## config.mk

```make
export PLATFORM = sky130hd
export DESIGN_NAME = spike_isi_encoder_flat
export DESIGN_NICKNAME = d
export VERILOG_FILES = /design/src/rtl/spike_isi_encoder_if.sv /design/src/rtl/spike_isi_encoder.sv /design/src/flat_wrapper.sv
export SDC_FILE = /design/constraint.sdc
export NUM_CORES = 1
export LEC_CHECK = 0
export CORE_MARGIN = 2
export CORE_UTILIZATION = 60
export DETAILED_ROUTE_END_ITERATION = 12
export PLACE_DENSITY = 0.84
export REMOVE_ABC_BUFFERS = 1
export SYNTH_ARGS = -nofsm -noshare
export SYNTH_HDL_FRONTEND = slang
export SYNTH_SLANG_ARGS = --single-unit
```

## constraint.sdc

```tcl
create_clock -name clk -period 8 [get_ports clk]
set_input_delay 1.2 -clock clk [delete_from_list [all_inputs] [get_ports clk]]
set_output_delay 1.2 -clock clk [all_outputs]
set_load 0.01 [all_outputs]
```

## src/rtl/spike_isi_encoder_if.sv

```systemverilog
// Output bundle of spike_isi_encoder: ISI stream with valid/ready handshake,
// FIFO status and the windowed spike-rate result.
interface spike_isi_encoder_if #(
    parameter int unsigned ISI_W = 12,
    parameter int unsigned DEPTH = 8
);
    localparam int unsigned LvlW = $clog2(DEPTH) + 1;

    logic [ISI_W-1:0] isi_data;
    logic             isi_valid;
    logic             isi_ready;
    logic [LvlW-1:0]  fifo_level;
    logic             overflow;
    logic [7:0]       rate_count;
    logic             rate_valid;

    modport master (
        output isi_data, isi_valid, fifo_level, overflow, rate_count, rate_valid,
        input  isi_ready
    );

    modport slave (
        input  isi_data, isi_valid, fifo_level, overflow, rate_count, rate_valid,
        output isi_ready
    );
endinterface

```

## src/rtl/spike_isi_encoder.sv

```systemverilog
// Spike edge detector feeding an inter-spike-interval FIFO and a windowed rate counter.
// Define REFRACTORY_EN to ignore rises for REFRACT cycles after each accepted event.
module spike_isi_encoder #(
    parameter int unsigned ISI_W   = 12,
    parameter int unsigned DEPTH   = 8,
    parameter int unsigned WIN_LEN = 256,
    parameter int unsigned REFRACT = 4
) (
    input  logic                clk,
    input  logic                rst_n,
    input  logic [7:0]          spike_in,
    spike_isi_encoder_if.master isi_bus
);
    localparam int unsigned PtrW = $clog2(DEPTH);
    localparam int unsigned LvlW = PtrW + 1;
    localparam int unsigned WinW = $clog2(WIN_LEN);

    if (DEPTH < 2 || (DEPTH & (DEPTH - 1)) != 0 || WIN_LEN < 2 || ISI_W < 2 ||
        REFRACT > 65535) begin : g_bad_params
        $error("spike_isi_encoder: unsupported parameter set");
    end

    logic             act, rise, evt;
    logic             prev_act_q, armed_q;
    logic [ISI_W-1:0] isi_cnt_q;

    assign act  = |spike_in;
    assign rise = act & ~prev_act_q;

`ifdef REFRACTORY_EN
    localparam int unsigned RefW = (REFRACT > 0) ? $clog2(REFRACT + 1) : 1;
    logic [RefW-1:0] refr_q;

    assign evt = rise & (refr_q == '0);

    always_ff @(posedge clk) begin
        if (!rst_n) begin
            refr_q <= '0;
        end else if (evt) begin
            refr_q <= RefW'(REFRACT);
        end else if (refr_q != '0) begin
            refr_q <= refr_q - RefW'(1);
        end
    end
`else
    assign evt = rise;
`endif

    // Interval counter restarts at 1 so its value at the next event equals the gap in cycles.
    always_ff @(posedge clk) begin
        if (!rst_n) begin
            prev_act_q <= 1'b0;
            armed_q    <= 1'b0;
            isi_cnt_q  <= '0;
        end else begin
            prev_act_q <= act;
            if (evt) begin
                armed_q   <= 1'b1;
                isi_cnt_q <= ISI_W'(1);
            end else if (isi_cnt_q != '1) begin
                isi_cnt_q <= isi_cnt_q + ISI_W'(1);
            end
        end
    end

    // ISI FIFO
    logic [ISI_W-1:0] mem_q [DEPTH];
    logic [PtrW-1:0]  wr_ptr_q, rd_ptr_q;
    logic [LvlW-1:0]  level_q, level_d;
    logic             overflow_q;
    logic             push, pop, full, valid, wr_en;

    assign valid = (level_q != '0);
    assign full  = (level_q == LvlW'(DEPTH));
    assign push  = evt & armed_q;
    assign pop   = valid & isi_bus.isi_ready;
    // A full FIFO still accepts a push when the head leaves in the same cycle.
    assign wr_en = push & (~full | pop);

    always_comb begin
        level_d = level_q;
        if (wr_en && !pop) begin
            level_d = level_q + LvlW'(1);
        end else if (pop && !wr_en) begin
            level_d = level_q - LvlW'(1);
        end
    end

    always_ff @(posedge clk) begin
        if (wr_en) begin
            mem_q[wr_ptr_q] <= isi_cnt_q;
        end
    end

    always_ff @(posedge clk) begin
        if (!rst_n) begin
            wr_ptr_q   <= '0;
            rd_ptr_q   <= '0;
            level_q    <= '0;
            overflow_q <= 1'b0;
        end else begin
            level_q <= level_d;
            if (wr_en) begin
                wr_ptr_q <= wr_ptr_q + PtrW'(1);
            end
            if (pop) begin
                rd_ptr_q <= rd_ptr_q + PtrW'(1);
            end
            if (push && full && !pop) begin
                overflow_q <= 1'b1;
            end
        end
    end

    // Rate window
    logic [WinW-1:0] win_q;
    logic [7:0]      ev_cnt_q, ev_cnt_inc, rate_count_q;
    logic            rate_valid_q, win_end;

    assign win_end    = (win_q == WinW'(WIN_LEN - 1));
    assign ev_cnt_inc = (evt && ev_cnt_q != 8'hff) ? ev_cnt_q + 8'd1 : ev_cnt_q;

    always_ff @(posedge clk) begin
        if (!rst_n) begin
            win_q        <= '0;
            ev_cnt_q     <= '0;
            rate_count_q <= '0;
            rate_valid_q <= 1'b0;
        end else begin
            win_q        <= win_end ? '0 : win_q + WinW'(1);
            rate_valid_q <= win_end;
            if (win_end) begin
                rate_count_q <= ev_cnt_inc;
                ev_cnt_q     <= '0;
            end else begin
                ev_cnt_q <= ev_cnt_inc;
            end
        end
    end

    assign isi_bus.isi_data   = valid ? mem_q[rd_ptr_q] : '0;
    assign isi_bus.isi_valid  = valid;
    assign isi_bus.fifo_level = level_q;
    assign isi_bus.overflow   = overflow_q;
    assign isi_bus.rate_count = rate_count_q;
    assign isi_bus.rate_valid = rate_valid_q;
endmodule
```

## src/flat_wrapper.sv

```systemverilog
// flat-port wrapper written by rule: the top's interface ports become plain ports
module spike_isi_encoder_flat 
#(
    parameter int unsigned ISI_W   = 12,
    parameter int unsigned DEPTH   = 8,
    parameter int unsigned WIN_LEN = 256,
    parameter int unsigned REFRACT = 4
)
  (clk, rst_n, spike_in, isi_bus_isi_data, isi_bus_isi_valid, isi_bus_fifo_level, isi_bus_overflow, isi_bus_rate_count, isi_bus_rate_valid, isi_bus_isi_ready);
  spike_isi_encoder_if #(.ISI_W(ISI_W), .DEPTH(DEPTH)) isi_bus_i ();
  input  logic clk;
  input  logic rst_n;
  input  logic [7:0] spike_in;
  output wire logic [$bits(isi_bus_i.isi_data)-1:0] isi_bus_isi_data;
  output wire logic [$bits(isi_bus_i.isi_valid)-1:0] isi_bus_isi_valid;
  output wire logic [$bits(isi_bus_i.fifo_level)-1:0] isi_bus_fifo_level;
  output wire logic [$bits(isi_bus_i.overflow)-1:0] isi_bus_overflow;
  output wire logic [$bits(isi_bus_i.rate_count)-1:0] isi_bus_rate_count;
  output wire logic [$bits(isi_bus_i.rate_valid)-1:0] isi_bus_rate_valid;
  input wire logic [$bits(isi_bus_i.isi_ready)-1:0] isi_bus_isi_ready;
  assign isi_bus_isi_data = isi_bus_i.isi_data;
  assign isi_bus_isi_valid = isi_bus_i.isi_valid;
  assign isi_bus_fifo_level = isi_bus_i.fifo_level;
  assign isi_bus_overflow = isi_bus_i.overflow;
  assign isi_bus_rate_count = isi_bus_i.rate_count;
  assign isi_bus_rate_valid = isi_bus_i.rate_valid;
  assign isi_bus_i.isi_ready = isi_bus_isi_ready;
  spike_isi_encoder #(.ISI_W(ISI_W), .DEPTH(DEPTH), .WIN_LEN(WIN_LEN), .REFRACT(REFRACT)) u_core (.clk(clk), .rst_n(rst_n), .spike_in(spike_in), .isi_bus(isi_bus_i));
endmodule
```

==> impl_metrics.tcl <==
set metrics [dict create \
    outcome "complete, no violations" \
    drv_cap 0 \
    grt_pass1_vias 3831 \
    htreeDepth 4 \
    drive_gt1_frac 0.147 \
    grt_max_degree 28 \
    fin_crit_sh 0.538 \
    slew-limit-headroom 0.170 \
    globalplace.congestion 0.820 \
    fmax_ghz 0.233 \
    grt_antenna_before_repair 0 \
    drtAntennaViolNets 0 \
    die_h_um 105 \
    dr.first_iter.drc_count 281 \
    grt_pass1_wl_mm 20.8 \
    synthTopCellsByArea "edfxtp_1 47%, dfxtp_1 17%, mux4_2 8.8%" \
    synth_top_cell_area_share 0.470 \
    core_um2 9860 \
    hpwl_mm 7.54 \
    grt_use_total 0.253 \
    min_period_ns 4.30 \
    tns_ns 0 \
    wl_per_cell_um 21.1 \
    final_area_um2 7220 \
    clock_latency_ns 0.53 \
    drv_slew 0 \
    crit_type "in2reg" \
    netlist_instances 442 \
    use_met2 0.442 \
    cts-root-buf "clkbuf_8" \
    diodes 0 \
    avgViaCountPerCell 6.22 \
    globalRoute.busiestLayer "met2" \
    met3_usage 0.0449 \
    crit_path_max_fanout 27 \
    worst_setup_path_start_kind "primary input" \
    cp.arrival_ns 4.76 \
    rsz0062_at_grt "no" \
    synth.yosys.seq_area_share 0.643 \
    syn_avg_cell_area_um2 13.9 \
    drt-total-wl_mm 13.3 \
    cts_made_buffers 17 \
    peakVddDrop_mv 0.160 \
    cts_hold_buf 0 \
    fillCellCount 579 \
    gr-total-overflow 0 \
    num_rows 36 \
    holdWs_ns 0.455 \
    use_met1 0.319 \
    fin_nets 502 \
    start_util 0.622 \
    syn_to_final_growth_pct 17.8 \
    path_clk_slew_ns 0.07 \
    cts_sinks 149 \
    drtPass1Iterations 5 \
    worst_pin_slew_ns 1.24 \
    vias 3908 \
    cp.required_ns 8.46 \
    io-pin-count 38 \
    yosys_warnings 0 \
    drc 0 \
    syn_area_um2 6130 \
    ff_latch_area_um2 3940 \
    hold_viol_final 0 \
    finClkSkew_ns 0.0148 \
    cts_setup_buffers 0 \
    yosysTopAreaCell "edfxtp_1" \
    finalSetupViolCount 0 \
    leakagePower_nw 2.36 \
    end_kind "flip-flop" \
    placed_area_um2 6660 \
    ys_ff_latch 149 \
    multi_input_area_um2 2110 \
    cts_buffer_depth 2 \
    fp.dieArea_um2 11000 \
    portBuffers 37 \
    power-per-cell-area_nw_per_um2 294 \
    die-width_um 105 \
    cts-resized-gates 0 \
    cts_tree "done" \
    hold_path.class "reg2reg" \
    synth_cell_types 49 \
]
through the flow:
stage               total power (W)  utilization  setup slack, ns  cells
CTS                         0.00213        0.732             3.68    628
detailed placement          0.00137        0.675             3.29    596
floorplan                   0.00117            -             4.29    421
global route                0.00220        0.732             3.36    628
finish                      0.00212        0.732             3.70    628
global placement            0.00135        0.675             3.46    596
path summary, 6_finish.rpt:
kind / from / endpoint / slack (ns) / depth (start not counted)
worst min register to register: u_core.win_q[0] / u_core.win_q[0] / 0.45 / 1
worst min-delay path: u_core.win_q[0] / u_core.win_q[0] / 0.45 / 1
worst max-delay path: spike_in[7] / u_core.isi_bus.fifo_level[3] / 3.70 / 12
worst max register to register: u_core.isi_bus.fifo_level[0] / u_core.isi_bus.fifo_level[3] / 4.38 / 11
metal layers:
metal  share of wire  vias up
li1                -     1787
met1            0.41     1958
met2            0.53      145
met3           0.055       18
met4           0.011        0
met5               0        -
cell type report:
class	instances	area share
Timing Repair Buffer	42	0.0565
Clock inverter	14	0.0199
Tap cell	133	0.0230
Sequential cell	149	0.546
Inverter	8	0.00416
Clock buffer	18	0.0578
Multi-Input combinational cell	264	0.293
state kept, by name (all words and copies together), names as in the netlist, named ones only:
signal,cells
u_core.mem_q,96
u_core.isi_cnt_q,12
u_core.ev_cnt_q,8
u_core.isi_bus.rate_count,8
u_core.win_q,8
u_core.isi_bus.fifo_level,4
u_core.rd_ptr_q,3
u_core.wr_ptr_q,3
u_core.armed_q,1
u_core.isi_bus.overflow,1
u_core.isi_bus.rate_valid,1
u_core.prev_act_q,1
cells by family (layout without fill, tap and decap cells):
logic type               Yosys count  after routing  synth area share
flip-flops                       149            149             0.643
AND/OR/NAND/NOR                  140            140             0.120
AO/OA/AOI/OAI                     59             59            0.0582
multiplexers                      42             42             0.118
buffers and inverters             29             82            0.0218
XOR/XNOR                          14             14            0.0200
adder cells (fa/ha/maj)            9              9            0.0196
power breakdown:
group | internal (W) | switching, W | total (W)
combinational | 0.000254 | 0.000234 | 0.000488
clock | 0.000422 | 0.000333 | 0.000755
sequential | 0.000838 | 0.0000391 | 0.000877
total | 0.00151 | 0.000606 | 0.00212
worst max-delay path, cell delays in order:
cell and delay [ns]:
clkdlybuf4s50_1 0.41, nor4_1 0.55, a21o_2 0.52, or2_1 0.51, inv_1 0.12, ha_1 0.25, inv_1 0.14, ha_1 0.26
a21o_1 0.17, a21oi_1 0.19, mux2i_1 0.25, mux2i_1 0.19
cells in the final DEF (no fill, tap or decap), drive strengths merged, types with 13 or more instances in the layout:
cell type,count
edfxtp,96
mux2i,18
clkbuf,18
mux4,24
dfxtp,53
clkdlybuf4s50,37
nor2,39
nand3,21
o21ai,13
nand2,22
a21oi,23
cell usage after synthesis (all sizes together):
cell type,number
a211o,1
a21o,2
a21oi,23
a31oi,2
and2,1
and3,4
and4,2
buf,9
clkbuf,12
clkinv,2
dfxtp,53
edfxtp,96
fa,1
ha,8
inv,6
mux2i,18
mux4,24
nand2,22
nand2b,2
nand3,21
nand4,9
nand4b,1
nor2,39
nor3,7
nor4,8
o211ai,6
o21a,1
o21ai,13
o311ai,3
o31ai,8
or2,3
or3,11
or4,9
or4b,1
xnor2,3
xor2,11
Note: power is estimated with default switching activity, not from simulation.
==> RTL change 1: new RTL, same settings <==
Add a define of `REFRACTORY_EN`.
--- a/src/rtl/spike_isi_encoder.sv
+++ b/src/rtl/spike_isi_encoder.sv
@@ -2,2 +2,4 @@
 // Define REFRACTORY_EN to ignore rises for REFRACT cycles after each accepted event.
+`define REFRACTORY_EN
+
 module spike_isi_encoder #(
Check against the original RTL: not equivalent (a bounded check fails within 4 cycles, from zero or initial values and one cycle with rst_n low).
==> RTL change 1 against the original RTL <==
  * Synthesized area grew 1.9%
  * Wire length shrank 3.4%
  * Non-clock buffer count grew 4
  * Count of clock-buffer cells in the layout shrank 1
  * Power grew 5.4%
  * Sequential cell count grew 3
  * First-iteration DRC count shrank 24%
  * Clock skew shrank 0.0064 ns
  * Cell area grew 1.3%
  * Combinational power grew 23%
  * Worst setup slack gained 0.080 ns
==> RTL change 1: results <==
[grt]
grtUsageTotal_pct = 24.96
antenna_found_initial = 0
grt_pass1_vias = 4043
grt_max_degree = 36
grt_pass1_wl_um = 20900

[clock_network]
ctsHtreeMaxLevel = 4
path_clk_slew_ns = 0.06
root_buffer = clkbuf_8
cts_max_path_buffers = 2
cts_resized = 0
cts_setup_buffers = 0
cts_made_buffers = 17

[synthesis]
synth_commonest_cells = 96 x edfxtp_1, 56 x dfxtp_1, 44 x nor2_1
synth_edf_count = 96
yosys_warnings = 0
yosys-top-cells-area = edfxtp_1 46%, dfxtp_1 18%, mux4_2 8.7%
netlist-cell-type-count = 47
ys_seq_area_share_pct = 64.09
async_reset_ff_share_pct = 0

[drt]
drt_iter0_markers = 214
drt_first_pass_iters = 4
routed_wl_um = 12830
via_per_inst = 6.121

[layout]
layout-drive-gt1-share_pct = 14.29
layout.nets = 520
fillers = 622

[sta]
tns_ns = 0
max_freq_mhz = 236.9
fin_worst_skew_ns = 0.008352
tightest_slew_ns = 1.208

[placed_design]
io_buffers = 37
place_hpwl_um = 8162
place.gp.congestion = 0.7815

[pwr]
p_leak_uw = 0.002485
peakVddDrop_uv = 183.5

[status]
status = complete, no violations

[worst_setup_path]
worstPathMaxFanout = 13
crit_arrival_ns = 3.02

[worst_hold_path]
hold_class = flop to flop
==> RTL change 1: layout make-up <==
cell class | instances | share of cell area, %
Multi-Input combinational cell | 269 | 29.08
Clock inverter | 15 | 1.641
Inverter | 12 | 0.6154
Timing Repair Buffer | 46 | 5.983
Sequential cell | 152 | 54.70
Clock buffer | 17 | 5.658
Tap cell | 136 | 2.325
==> RTL change 1: logic make-up after synthesis <==
| logic type | synth area share, % |
|---|---|
| buf+inv | 2.143 |
| fa+ha+maj | 2.323 |
| flops | 64.09 |
| mux | 11.70 |
| simple gates | 11.66 |
| xor+xnor | 2.243 |
| compound gates | 5.848 |
==> RTL change 1: final timing paths <==
| check | startpoint | slack (ns) | endpoint | cells past startpoint |
|---|---|---|---|---|
| worst max-delay path | u_core.isi_bus.fifo_level[0] | 3.78 | isi_bus_isi_valid | 4 |
| worst min register to register | u_core.win_q[0] | 0.45 | u_core.win_q[0] | 1 |
| worst min-delay path | u_core.win_q[0] | 0.45 | u_core.win_q[0] | 1 |
| worst max register to register | u_core.isi_bus.fifo_level[0] | 4.45 | u_core.isi_bus.fifo_level[3] | 11 |
==> RTL change 1: per-stage QoR <==
stage          power [µW]  hold WS [ns]  worst slack [ns]  cell area, µm²  std cells
4_1_cts              2253        0.4548             3.727            7320        647
5_1_grt              2345        0.4809             3.479            7320        647
2_1_floorplan        1323        0.4175             4.360            6158        433
6_report             2235        0.4534             3.780            7320        647
3_3_place_gp         1521        0.4275             3.995            6785        615
3_5_place_dp         1543        0.4349             3.889            6785        615
==> RTL change 1: layer usage <==
metal / up-vias / track usage (%) / part of all wire [%]
met3: 11 / 5.886 / 6.0
met5: - / 0 / 0
li1: 1818 / - / -
met4: 0 / 9.211 / 0.90
met1: 1972 / 31.14 / 40
met2: 159 / 42.76 / 53
==> RTL change 1: critical path, cell delays in order, from the launching register on <==
cell             delay [ns]
dfxtp_1                0.37
or3_1                  0.45
nor2_1                 0.88
inv_1                  0.24
clkdlybuf4s50_1        0.55
==> RTL change 1: where the power goes <==
part / internal, µW / total (µW) / switching, µW / leakage (µW)
logic: 294 / 599 / 304 / 0.000832
registers: 875 / 928 / 53.3 / 0.00140
clock network: 386 / 708 / 322 / 0.000254
==> RTL change 2: new RTL, config.mk and constraints unchanged <==
Without the edit above. `DEPTH` is set to 8 in 3 places; all go to 16.
--- a/src/rtl/spike_isi_encoder_if.sv
+++ b/src/rtl/spike_isi_encoder_if.sv
@@ -4,3 +4,3 @@
     parameter int unsigned ISI_W = 12,
-    parameter int unsigned DEPTH = 8
+    parameter int unsigned DEPTH = 16
 );
--- a/src/rtl/spike_isi_encoder.sv
+++ b/src/rtl/spike_isi_encoder.sv
@@ -4,3 +4,3 @@
     parameter int unsigned ISI_W   = 12,
-    parameter int unsigned DEPTH   = 8,
+    parameter int unsigned DEPTH   = 16,
     parameter int unsigned WIN_LEN = 256,
--- a/src/flat_wrapper.sv
+++ b/src/flat_wrapper.sv
@@ -4,3 +4,3 @@
     parameter int unsigned ISI_W   = 12,
-    parameter int unsigned DEPTH   = 8,
+    parameter int unsigned DEPTH   = 16,
     parameter int unsigned WIN_LEN = 256,
Interface: changed (resized isi_bus_fifo_level); port bits go from 38 to 39. No check against the original RTL was run, so the function may have changed too.
==> RTL change 2 against the original RTL <==
  * Synthesized area up 65%
  * Power up 53%
  * Critical path depth down 8
  * Worst setup slack worse by 0.030 ns
  * Die area up 62%
  * Highest routed layer unchanged
  * Cell area up 60%
  * Largest power group unchanged
  * Clock power up 66%
  * Sequential cell count up 100
  * Sequential share of layout area up 5.3 points
  * Wire length up 52%
==> RTL change 2: results <==
[placed_design]
place_hpwl_um = 11830
preCtsSetupSlack_ns = 3.428
place.gp.congestion = 0.8676
dpl_cell_area_um2 = 10640
io_buffers = 38

[pwr]
p_leak_uw = 0.003535
p_clk_uw = 1250
sw_frac_of_total_pct = 24.32
peakVddDrop_uv = 192.1
intPower_uw = 2459
combPwrFrac_pct = 15.6

[synthesis]
synth_commonest_cells = 192 x edfxtp_1, 57 x dfxtp_1, 48 x mux4_2
synth_mux_area_share_pct = 13.86
synth_edf_count = 192
synth_compound_gate_area_share_pct = 5.087
synthAdderAreaFrac_pct = 1.683
yosys-top-cells-area = edfxtp_1 57%, dfxtp_1 11%, mux4_2 11%
netlist-cell-type-count = 52
ys_seq_area_share_pct = 68.33
synth-xor-area-share_pct = 1.213

[worst_setup_path]
r2r_end = u_core.isi_bus.fifo_level[4]
path_class = flop to output port
reg2reg_slack_ns = 4.88
reg2reg_depth = 10
cp-endpoint = isi_bus_isi_data[8]

[sta]
period_share_pct = 54.13
fin_hold_ws_ns = 0.4561
relSlewSlack_pct = 32.42

[layout]
fillers = 1011
top_regs = u_core.mem_q: 192 flops, u_core.isi_cnt_q: 12 flops
layout.nets = 675
layout-drive-gt1-share_pct = 16.89
design_area_um2 = 11540

[clock_network]
ctsHtreeMaxLevel = 1
cts_made_buffers = 24
root_buffer = clkbuf_16

[drt]
drt_iter0_markers = 568
wl_per_cell_um = 22.64

[status]
status = complete, no violations

[grt]
grt_pass1_vias = 5689
grtUsageTotal_pct = 22.96

[worst_hold_path]
worstHoldStart = u_core.isi_bus.rate_count[7]
holdPathStages = 2
RTL change 2: cell count changes after synthesis, moves of 6 or more:
cell      delta
nor4_1       -6
buf_2        +7
nand3_1      +6
nor2_1      -18
mux4_2      +24
mux2i_1     +14
edfxtp_1    +96
and3_1      +14
o22ai_1     +12
RTL change 2: cell type report:
| cell class | count | area share [%] |
|---|---|---|
| Sequential cell | 249 | 59.88 |
| Multi-Input combinational cell | 325 | 26.07 |
| Clock inverter | 16 | 2.005 |
| Clock buffer | 28 | 5.778 |
| Inverter | 8 | 0.2602 |
| Timing Repair Buffer | 43 | 3.621 |
| Tap cell | 220 | 2.385 |
RTL change 2: critical path, cell delays in order (launching register included):
cell             delay [ns]
dfxtp_4                0.97
mux4_2                 0.61
mux2i_1                0.24
o22ai_1                0.19
clkdlybuf4s50_1        0.53
RTL change 2: metal layers:
layer	vias to the layer above	track usage [%]	share of wire, %
li1	2533	-	-
met1	2836	29.39	38
met2	236	41.00	52
met3	43	3.175	6.7
met4	0	7.270	2.3
met5	-	0	0
